===== config.mk =====
export PLATFORM = sky130hd
export DESIGN_NAME = ds_interp_modulator
export DESIGN_NICKNAME = d
export VERILOG_FILES = /design/src/rtl/ds_pkg.sv /design/src/rtl/cic_interp.sv /design/src/rtl/ds_interp_modulator.sv
export SDC_FILE = /design/constraint.sdc
export NUM_CORES = 1
export LEC_CHECK = 0
export CELL_PAD_IN_SITES_DETAIL_PLACEMENT = 1
export CELL_PAD_IN_SITES_GLOBAL_PLACEMENT = 2
export CORE_ASPECT_RATIO = 0.75
export CORE_MARGIN = 5
export CORE_UTILIZATION = 36
export DETAILED_ROUTE_END_ITERATION = 8
export GPL_TIMING_DRIVEN = 0
export HOLD_SLACK_MARGIN = 0.1
export PLACE_DENSITY_LB_ADDON = 0.1
export SETUP_SLACK_MARGIN = 0.15
export SLEW_MARGIN = 20
export SYNTH_ARGS = -nofsm -noshare
export SYNTH_HDL_FRONTEND = slang
export SYNTH_SLANG_ARGS = --single-unit

===== constraint.sdc =====
create_clock -name clk -period 6.2 [get_ports clk]
set_clock_uncertainty 0.05 [all_clocks]
set_input_delay 0.62 -clock clk [delete_from_list [all_inputs] [get_ports clk]]
set_output_delay 0.62 -clock clk [all_outputs]
set_load 0.02 [all_outputs]

===== src/rtl/ds_pkg.sv =====
`default_nettype none
// ============================================================================
// ds_pkg : shared constants for the delta-sigma interpolating modulator and
//          the matching decimation chain (output codes, LFSR, width helper).
// Rev 1.0
// ============================================================================
package ds_pkg;

  localparam int unsigned DS_IN_W = 22;

  typedef enum logic [1:0] {
    DS_CODE_IDLE = 2'b00,
    DS_CODE_POS  = 2'b01,
    DS_CODE_NEG  = 2'b11
  } ds_code_e;

  // Fibonacci taps for x^16 + x^14 + x^13 + x^11 + 1 (bits 15, 13, 12, 10)
  localparam logic [15:0] DS_LFSR_TAPS = 16'hB400;
  localparam logic [15:0] DS_LFSR_SEED = 16'hACE1;

  function automatic int cic_int_width(input int in_w, input int n, input int r);
    return in_w + (n - 1) * $clog2(r);
  endfunction

endpackage
`default_nettype wire


===== src/rtl/cic_interp.sv =====
`default_nettype none
// ============================================================================
// cic_interp : phase counter, N-stage comb section, zero-stuffing and
//              N-stage wrap-around integrator section of a CIC interpolator.
// Rev 1.0
// ============================================================================
module cic_interp
  import ds_pkg::*;
#(
  parameter int IN_W = DS_IN_W,
  parameter int R    = 64,
  parameter int N    = 3
) (
  input  logic                   clk,
  input  logic                   reset,
  input  logic                   ce_i,
  input  logic                   load_i,
  input  logic signed [IN_W-1:0] x_i,
  output logic                   wrap_o,
  output logic signed [IN_W-1:0] u_o
);

  localparam int PW = $clog2(R);
  localparam int CW = IN_W + N;
  localparam int IW = cic_int_width(IN_W, N, R);
  localparam int SH = (N - 1) * PW;

  logic        [PW-1:0] ph_q;
  logic signed [CW-1:0] dly_q   [N];
  logic signed [CW-1:0] comb_in [N];
  logic signed [CW-1:0] comb_out;
  logic signed [CW-1:0] acc;
  logic signed [CW-1:0] comb_q;
  logic                 stuff_q;
  logic signed [IW-1:0] integ_q [N];

  always_comb begin
    acc = CW'(x_i);
    for (int k = 0; k < N; k++) begin
      comb_in[k] = acc;
      acc        = acc - dly_q[k];
    end
    comb_out = acc;
  end

  // comb_q is fed to the first integrator for exactly one tick after a load
  always_ff @(posedge clk or negedge reset) begin
    if (!reset) begin
      ph_q    <= '0;
      comb_q  <= '0;
      stuff_q <= 1'b0;
      for (int k = 0; k < N; k++) begin
        dly_q[k]   <= '0;
        integ_q[k] <= '0;
      end
    end else if (ce_i) begin
      ph_q    <= ph_q + PW'(1);
      stuff_q <= load_i;
      if (load_i) begin
        comb_q <= comb_out;
        for (int k = 0; k < N; k++) begin
          dly_q[k] <= comb_in[k];
        end
      end
      integ_q[0] <= integ_q[0] + (stuff_q ? IW'(comb_q) : '0);
      for (int k = 1; k < N; k++) begin
        integ_q[k] <= integ_q[k] + integ_q[k-1];
      end
    end
  end

  assign wrap_o = (ph_q == PW'(R - 1));
  assign u_o    = IN_W'(integ_q[N-1] >>> SH);

endmodule
`default_nettype wire


===== src/rtl/ds_interp_modulator.sv =====
`default_nettype none
// ============================================================================
// ds_interp_modulator : CIC interpolator followed by a 2nd-order CIFB
//                       delta-sigma modulator producing a 2-bit code stream.
// Optional LFSR dither on the quantizer input: define DSM_DITHER_EN.
// Rev 1.0
// ============================================================================
module ds_interp_modulator
  import ds_pkg::*;
#(
  parameter int IN_W = DS_IN_W,
  parameter int R    = 64,
  parameter int N    = 3
) (
  input  logic                   clk,
  input  logic                   reset,
  input  logic                   clk_enable,
  input  logic signed [IN_W-1:0] in_data,
  input  logic                   in_valid,
  output logic                   in_ready,
  output logic [1:0]             filter_out,
  output logic                   ce_out,
  output logic                   underrun
);

  localparam int MW = IN_W + 4;
  localparam int WW = IN_W + 6;

  localparam logic signed [IN_W-1:0] CLAMP_HI = {2'b01, {(IN_W-2){1'b0}}};
  localparam logic signed [IN_W-1:0] CLAMP_LO = {2'b11, {(IN_W-2){1'b0}}};
  localparam logic signed [WW-1:0]   FS_W     = {{(WW-IN_W){1'b0}}, 1'b1, {(IN_W-1){1'b0}}};
  localparam logic signed [WW-1:0]   SAT_MAX  = {{(WW-MW+1){1'b0}}, {(MW-1){1'b1}}};
  localparam logic signed [WW-1:0]   SAT_MIN  = {{(WW-MW+1){1'b1}}, {(MW-1){1'b0}}};

  logic                   wrap;
  logic signed [IN_W-1:0] x_clamped;
  logic signed [IN_W-1:0] u;
  logic signed [MW-1:0]   s1_q, s1_d, s2_q, s2_d;
  logic signed [WW-1:0]   q_in, y_fs;
  logic                   y_pos;
  logic [1:0]             filter_out_q;
  logic                   ce_out_q;
  logic                   underrun_q;

  function automatic logic signed [MW-1:0] sat(input logic signed [WW-1:0] v);
    if (v > SAT_MAX)      return SAT_MAX[MW-1:0];
    else if (v < SAT_MIN) return SAT_MIN[MW-1:0];
    else                  return v[MW-1:0];
  endfunction

  assign in_ready = clk_enable & wrap;

  // A missing sample at the wrap is replaced by zero
  always_comb begin
    x_clamped = '0;
    if (in_valid) begin
      if (in_data > CLAMP_HI)      x_clamped = CLAMP_HI;
      else if (in_data < CLAMP_LO) x_clamped = CLAMP_LO;
      else                         x_clamped = in_data;
    end
  end

  cic_interp #(
    .IN_W (IN_W),
    .R    (R),
    .N    (N)
  ) u_cic (
    .clk    (clk),
    .reset  (reset),
    .ce_i   (clk_enable),
    .load_i (in_ready),
    .x_i    (x_clamped),
    .wrap_o (wrap),
    .u_o    (u)
  );

`ifdef DSM_DITHER_EN
  localparam logic signed [WW-1:0] ONE_W = WW'(1);
  logic [15:0] lfsr_q;

  always_ff @(posedge clk or negedge reset) begin
    if (!reset) begin
      lfsr_q <= DS_LFSR_SEED;
    end else if (clk_enable) begin
      lfsr_q <= {lfsr_q[14:0], ^(lfsr_q & DS_LFSR_TAPS)};
    end
  end

  assign q_in = WW'(s2_q) + (lfsr_q[0] ? ONE_W : -ONE_W);
`else
  assign q_in = WW'(s2_q);
`endif

  // s2 integrates the freshly updated s1, giving NTF = (1 - z^-1)^2
  always_comb begin
    y_pos = ~q_in[WW-1];
    y_fs  = y_pos ? FS_W : -FS_W;
    s1_d  = sat(WW'(s1_q) + WW'(u) - y_fs);
    s2_d  = sat(WW'(s2_q) + WW'(s1_d) - y_fs);
  end

  always_ff @(posedge clk or negedge reset) begin
    if (!reset) begin
      s1_q         <= '0;
      s2_q         <= '0;
      filter_out_q <= DS_CODE_IDLE;
      ce_out_q     <= 1'b0;
      underrun_q   <= 1'b0;
    end else begin
      ce_out_q <= clk_enable;
      if (clk_enable) begin
        s1_q         <= s1_d;
        s2_q         <= s2_d;
        filter_out_q <= y_pos ? DS_CODE_POS : DS_CODE_NEG;
        if (wrap && !in_valid) underrun_q <= 1'b1;
      end
    end
  end

  assign filter_out = filter_out_q;
  assign ce_out     = ce_out_q;
  assign underrun   = underrun_q;

endmodule
`default_nettype wire


==> flow_summary_export.csv, run 1 <==
group,metric,value,unit
floorplanning,coreArea,58580,µm²
setup_path,critical_path_peak_fanout,6,
routing,drt_first_iter_violations,860,
sta,worst_pin_slew,1.202,ns
yosys,area_share_of_the_leading_cell_type_in_the_synthesized_netlist,30.70,%
routing,routed_wire_length,69280,µm
job,maxCapViolations,0,
setup_path,worst_setup_path_end_kind,"register",
cells_and_area,fillers,6679,
clocking,clock_tree.root_cell,"clkbuf_16",
routing,route.antenna.remaining_nets,0,
global_routing,grt_max_degree,83,
clocking,cts.clk_slew.worst_paths,0.06,ns
setup_path,timing.critical_path.max_delay_family,"compound AO/OA/AOI/OAI gates",
placed_design,place_hpwl,49680,µm
placed_design,placed_cells,3289,
floorplanning,fp.dieH,220.1,µm
placed_design,globalplace.congestion,0.8482,
sta,finalCritPeriodShare,113.4,%
global_routing,total_congestion_overflow_after_global_routing,0,
setup_path,critPathArrivalTime,7.39,ns
status,run_status,"finished, violations left",
clocking,cts_max_path_buffers,3,
floorplanning,initial_core_utilization,36.18,%
floorplanning,placementRows,77,
global_routing,gr-usage-all-layers,20.76,%
cells_and_area,area_of_combinational_cells_with_multiple_inputs,15370,µm²
floorplanning,fp.dieArea,63870,µm²
global_routing,grt_antenna_before_repair,3,
setup_path,path_class,"input port to register",
sta,max_clock_freq,142.2,MHz
routing,vias_per_cell,5.326,
yosys,post-synth-top-count-cell,"inv_1",
sta,rsz0062_at_grt,"yes",
global_routing,grt_pass1_vias,18960,
setup_path,cp.buffers_inverters,3,
yosys,syn-cell-area,21190,µm²
clocking,cts_made_buffers,35,
sta,setup_ws,-0.8318,ns
yosys,synth_async_sr_flop_share,100.0,%
setup_path,worst_path_largest_cell_delay,0.38,ns
worst_hold_path,worst_hold_path_type,"input port to register",
placed_design,place.port_buffers,30,
cells_and_area,finalNetCount,3006,
yosys,synth.yosys.seq_area_share,30.70,%
cells_and_area,ff_latch_area,6509,µm²
yosys,netlist.top_cell.by_area,"dfrtp_1",
clocking,worst_skew_late_latency,0.55,ns
cells_and_area,drive_above_1_share,22.33,%
sta,max_slew_margin,19.90,%
global_routing,grt_pass1_wl,107200,µm
floorplanning,floorplan.io_pins,31,
placed_design,pre_cts_setup_slack,-3.463,ns
floorplanning,chip_width,290.2,µm
setup_path,critical_path.slowest_cell,"nor4_4",
yosys,number_of_enable_flip_flop_cells_after_synthesis,0,
sta,final_period_demand_of_the_worst_path,7.032,ns
yosys,ys_ff_latch,260,
yosys,netlist_top_cells_count,"inv_1, ha_1, dfrtp_1",
yosys,post_synth.cell_area_avg,8.597,µm²
routing,total_iterations_of_the_first_detailed_routing_run,4,
cells_and_area,layout.cell_area.non_filler,27310,µm²
sta,slew_violations,0,
yosys,synth.top_cells.by_area,"dfrtp_1, ha_1, inv_1",
clocking,htree_levels,2,
yosys,postSynthCellCount,2465,
yosys,synth_cell_type_count,73,
yosys,mappedNetlistNets,2770,
cells_and_area,antennaDiodeCount,0,
clocking,tritoncts_num_sinks,260,
cells_and_area,area_growth,28.85,%
routing,drc,0,
sta,hold_violations,0,
cells_and_area,finish.cell_count_without_fillers,3517,
setup_path,timing.critical_path.required,6.55,ns
placed_design,placed_area,22790,µm²
clocking,cts_tree,"done",
status,failed_checks,"negative setup slack",
routing,detail_routed_net_length_per_standard_cell,19.70,µm
setup_path,critical_path.startpoint_type,"input port",
sta,setup-violations-final,37,
yosys,synth-warning-count,0,
routing,dr_total_vias,18730,
cells_and_area,utilization,46.62,%
yosys,ys.flop_type,"dfrtp_1",
[worst reg2reg max path, delay by kind of cell (launching register included)]
family	cells	cell delay [ns]
compound gates	11	2.00
buf+inv	6	0.70
simple gates	9	1.78
fa+ha+maj	4	1.30
flops	1	0.50
xor+xnor	1	0.18
[cell families after synthesis]
| family | count (synthesis) | share of synthesized area [%] |
|---|---|---|
| and+or+nand+nor | 646 | 14.55 |
| DFF | 260 | 30.70 |
| muxes | 69 | 3.619 |
| AOI/OAI and AO/OA | 696 | 20.84 |
| adders and majority gates | 279 | 16.93 |
| buffers and inverters | 339 | 6.087 |
| xor gates and xnor gates | 176 | 7.274 |
[path summary, 6_finish.rpt]
kind	cells past startpoint	slack, ns	startpoint	to
max	37	-0.83	in_data[15]	u_cic.comb_q[21]
min reg2reg	1	0.42	filter_out[0]	filter_out[0]
min in group asynchronous	2	0.53	reset	s2_q[15]
min	4	0.39	in_data[15]	u_cic.dly_q[65]
max reg2reg	31	-0.43	u_cic.u_o[21]	s2_q[20]
max in group asynchronous	5	3.93	reset	u_cic.dly_q[18]
[per-layer routing]
layer	track usage, %	wire length, µm	vias to the layer above
met1	34.07	38680	9415
li1	-	-	9061
met5	0	0	-
met3	2.247	2107	60
met2	29.26	27570	194
met4	3.519	920	0
[sequential cells by signal (all words and copies together), names as in the netlist]
| signal | count |
|---|---|
| u_cic.integ_q | 80 |
| u_cic.dly_q | 70 |
| s1_q | 26 |
| s2_q | 26 |
| u_cic.comb_q | 25 |
| u_cic.u_o | 22 |
| u_cic.ph_q | 6 |
| filter_out | 2 |
| ce_out | 1 |
| u_cic.stuff_q | 1 |
| underrun | 1 |
[final cells by class]
type                            count  share of cell area (%)
Timing Repair Buffer              199                   6.438
Tap cell                          790                   3.620
Clock inverter                      8                  0.4490
Multi-Input combinational cell   1866                   56.28
Inverter                          279                   3.890
Buffer                             60                   1.411
Clock buffer                       55                   4.078
Sequential cell                   260                   23.84
[layout by cell type (no fill, tap or decap), types with 32 or more instances in the layout]
| cell type | n |
|---|---|
| nand2_1 | 218 |
| mux2_2 | 60 |
| a21o_1 | 85 |
| nand3_1 | 41 |
| nor3_1 | 33 |
| ha_4 | 41 |
| and2_1 | 51 |
| xor2_1 | 55 |
| ha_1 | 208 |
| dfrtp_1 | 258 |
| a21oi_1 | 156 |
| buf_4 | 140 |
| o21ai_0 | 152 |
| clkbuf_16 | 41 |
| nor2_1 | 116 |
| clkbuf_1 | 47 |
| inv_1 | 260 |
| o21a_1 | 32 |
| xnor2_1 | 107 |
[per-stage QoR]
step	hold WS [ns]	setup TNS, ns
CTS	0.3592	-9.354
global route	0.4108	-24.30
finish	0.3907	-16.45
global placement	0.3995	-2302.94
detailed placement	0.4057	-105.49
floorplan	0.2744	-2.105
[repair_timing]
item,CTS,global route
gates cloned,5,1
endpoints found under the hold margin,52,0
setup endpoints to repair,58,44
hold buffers,1,0
pin swaps,127,108
resized for setup,318,135
setup buffers,96,62
Power of run 1 is not shown: default switching activity piles up to over one toggle a cycle in this logic, so the estimate is an artifact.
==> inputs of run 2 (changes only) <==
CORE_MARGIN = 4   (was 5)
==> flow_summary_export.csv, run 2 (synthesized netlist as in run 1, its figures left out) <==
group,metric,value,unit
setup_path,critical_path.startpoint_type,"input port",
cells_and_area,area_growth,26.66,%
routing,drc,0,
setup_path,critical_path.slowest_cell,"nor4_4",
floorplanning,fp.dieH,218.1,µm
global_routing,grt_antenna_before_repair,2,
placed_design,place_hpwl,50400,µm
clocking,cts_tree,"done",
cells_and_area,regMostFlops,"u_cic.integ_q",
sta,rsz0062_at_grt,"yes",
sta,fin_setup_tns,-19.21,ns
routing,total_iterations_of_the_first_detailed_routing_run,4,
global_routing,total_congestion_overflow_after_global_routing,0,
routing,routed_wire_length,69160,µm
sta,worst_pin_slew,1.105,ns
global_routing,grt_pass1_vias,19110,
cells_and_area,utilization,46.43,%
floorplanning,coreArea,57820,µm²
placed_design,globalplace.congestion,0.8263,
routing,dr_total_vias,18520,
clocking,cts.clk_slew.worst_paths,0.06,ns
cells_and_area,fillers,6633,
placed_design,place.port_buffers,30,
cells_and_area,largestRegisters,"u_cic.integ_q: 80 flops, u_cic.dly_q: 70 flops",
routing,vias_per_cell,5.320,
sta,slew_violations,0,
cells_and_area,finalNetCount,2980,
clocking,worst_skew_late_latency,0.56,ns
setup_path,cp_common_cell,"o21ai_2",
worst_hold_path,worst_hold_path_type,"input port to register",
cells_and_area,largest_register_ff_count,80,
clocking,clock_tree.root_cell,"clkbuf_16",
setup_path,worst_setup_path_end_kind,"register",
sta,finalCritPeriodShare,117.0,%
setup_path,path_class,"input port to register",
clocking,cts_max_path_buffers,3,
sta,setup_ws,-1.055,ns
status,run_status,"finished, violations left",
routing,detail_routed_net_length_per_standard_cell,19.86,µm
cells_and_area,drive_above_1_share,20.99,%
floorplanning,chip_width,288.2,µm
sta,max_clock_freq,137.8,MHz
setup_path,worst_path_largest_cell_delay,0.40,ns
job,maxCapViolations,0,
cells_and_area,layout.cell_area.non_filler,26840,µm²
placed_design,placed_area,22770,µm²
sta,setup-violations-final,38,
global_routing,grt_max_degree,80,
routing,drt_first_iter_violations,873,
setup_path,critical_path_peak_fanout,5,
sta,hold_violations,0,
global_routing,grt_pass1_wl,108300,µm
floorplanning,floorplan.io_pins,31,
routing,route.antenna.remaining_nets,0,
clocking,cts_made_buffers,36,
floorplanning,fp.dieArea,62860,µm²
setup_path,critPathArrivalTime,7.62,ns
clocking,htree_levels,2,
clocking,tritoncts_num_sinks,260,
floorplanning,initial_core_utilization,36.66,%
sta,max_slew_margin,26.34,%
status,failed_checks,"negative setup slack",
floorplanning,placementRows,76,
cells_and_area,most_frequent_standard_cell_in_the_layout_excluding_fill_and_tap_cells,"inv_1",
setup_path,timing.critical_path.required,6.56,ns
cells_and_area,mostFrequentLayoutCells,"inv_1, dfrtp_1, ha_1",
global_routing,gr-usage-all-layers,21.72,%
sta,final_period_demand_of_the_worst_path,7.255,ns
==> run 2: area by class of cell <==
cell class	instances	area, µm²	area share, %
antenna	1	2.502	0.009323
buffer	60	384.1	1.431
clock buffer	52	1074	3.999
clock inverter	12	150.1	0.5594
inverter	279	1060	3.948
multi-input combinational	1866	15140	56.40
sequential	260	6509	24.25
tap	780	975.9	3.636
timing repair buffer	172	1549	5.771
==> run 2: routing by layer <==
metal	GRT usage (%)	vias up	part of all wire, %
met5	0	-	0
met4	4.330	0	1.5
met3	3.472	67	3.1
met2	29.79	193	39
met1	35.18	9262	56
li1	-	9001	-
==> run 2: final timing paths <==
path / start / to / slack [ns] / cells after the start
min reg2reg: filter_out[0] / filter_out[0] / 0.42 / 1
max: in_data[15] / u_cic.comb_q[22] / -1.06 / 39
max reg2reg: u_cic.u_o[7] / s2_q[5] / -0.52 / 33
min in group asynchronous: reset / filter_out[0] / 0.51 / 2
min: in_data[15] / u_cic.dly_q[65] / 0.37 / 4
max in group asynchronous: reset / u_cic.dly_q[31] / 4.50 / 4
==> run 2: per-stage QoR <==
stage	setup WS (ns)	hold slack, ns	std cells
2_1_floorplan	-0.5208	0.2744	2465
3_3_place_gp	-8.383	0.4025	3275
3_5_place_dp	-3.687	0.4003	3278
4_1_cts	-0.7946	0.3347	3434
5_1_grt	-1.197	0.3988	3481
6_report	-1.055	0.3750	3482
==> run 2: critical path: cells and delay by family <==
family          cells  cell delay, ns
compound gates     18            3.49
fa+ha+maj           3            0.74
buf+inv             5            0.55
xor+xnor            2            0.39
simple gates       11            1.82
==> run 2: what timing repair did <==
item	in CTS	in global routing
pin swaps	100	102
endpoints found under the hold margin	35	0
setup endpoints to repair	59	44
hold buffers	1	0
buffers inserted	88	45
gates resized for setup	298	107
cloned	3	1
Power of run 2 is left out for the same reason.
==> inputs of run 3 (changes only) <==
CAP_MARGIN = 10   (was default)
CTS_CLUSTER_SIZE = 16   (was default)
==> results of run 3 <==
No change in the layout: final DEF, timing and power equal those of run 2.
Power of run 3 is left out for the same reason.
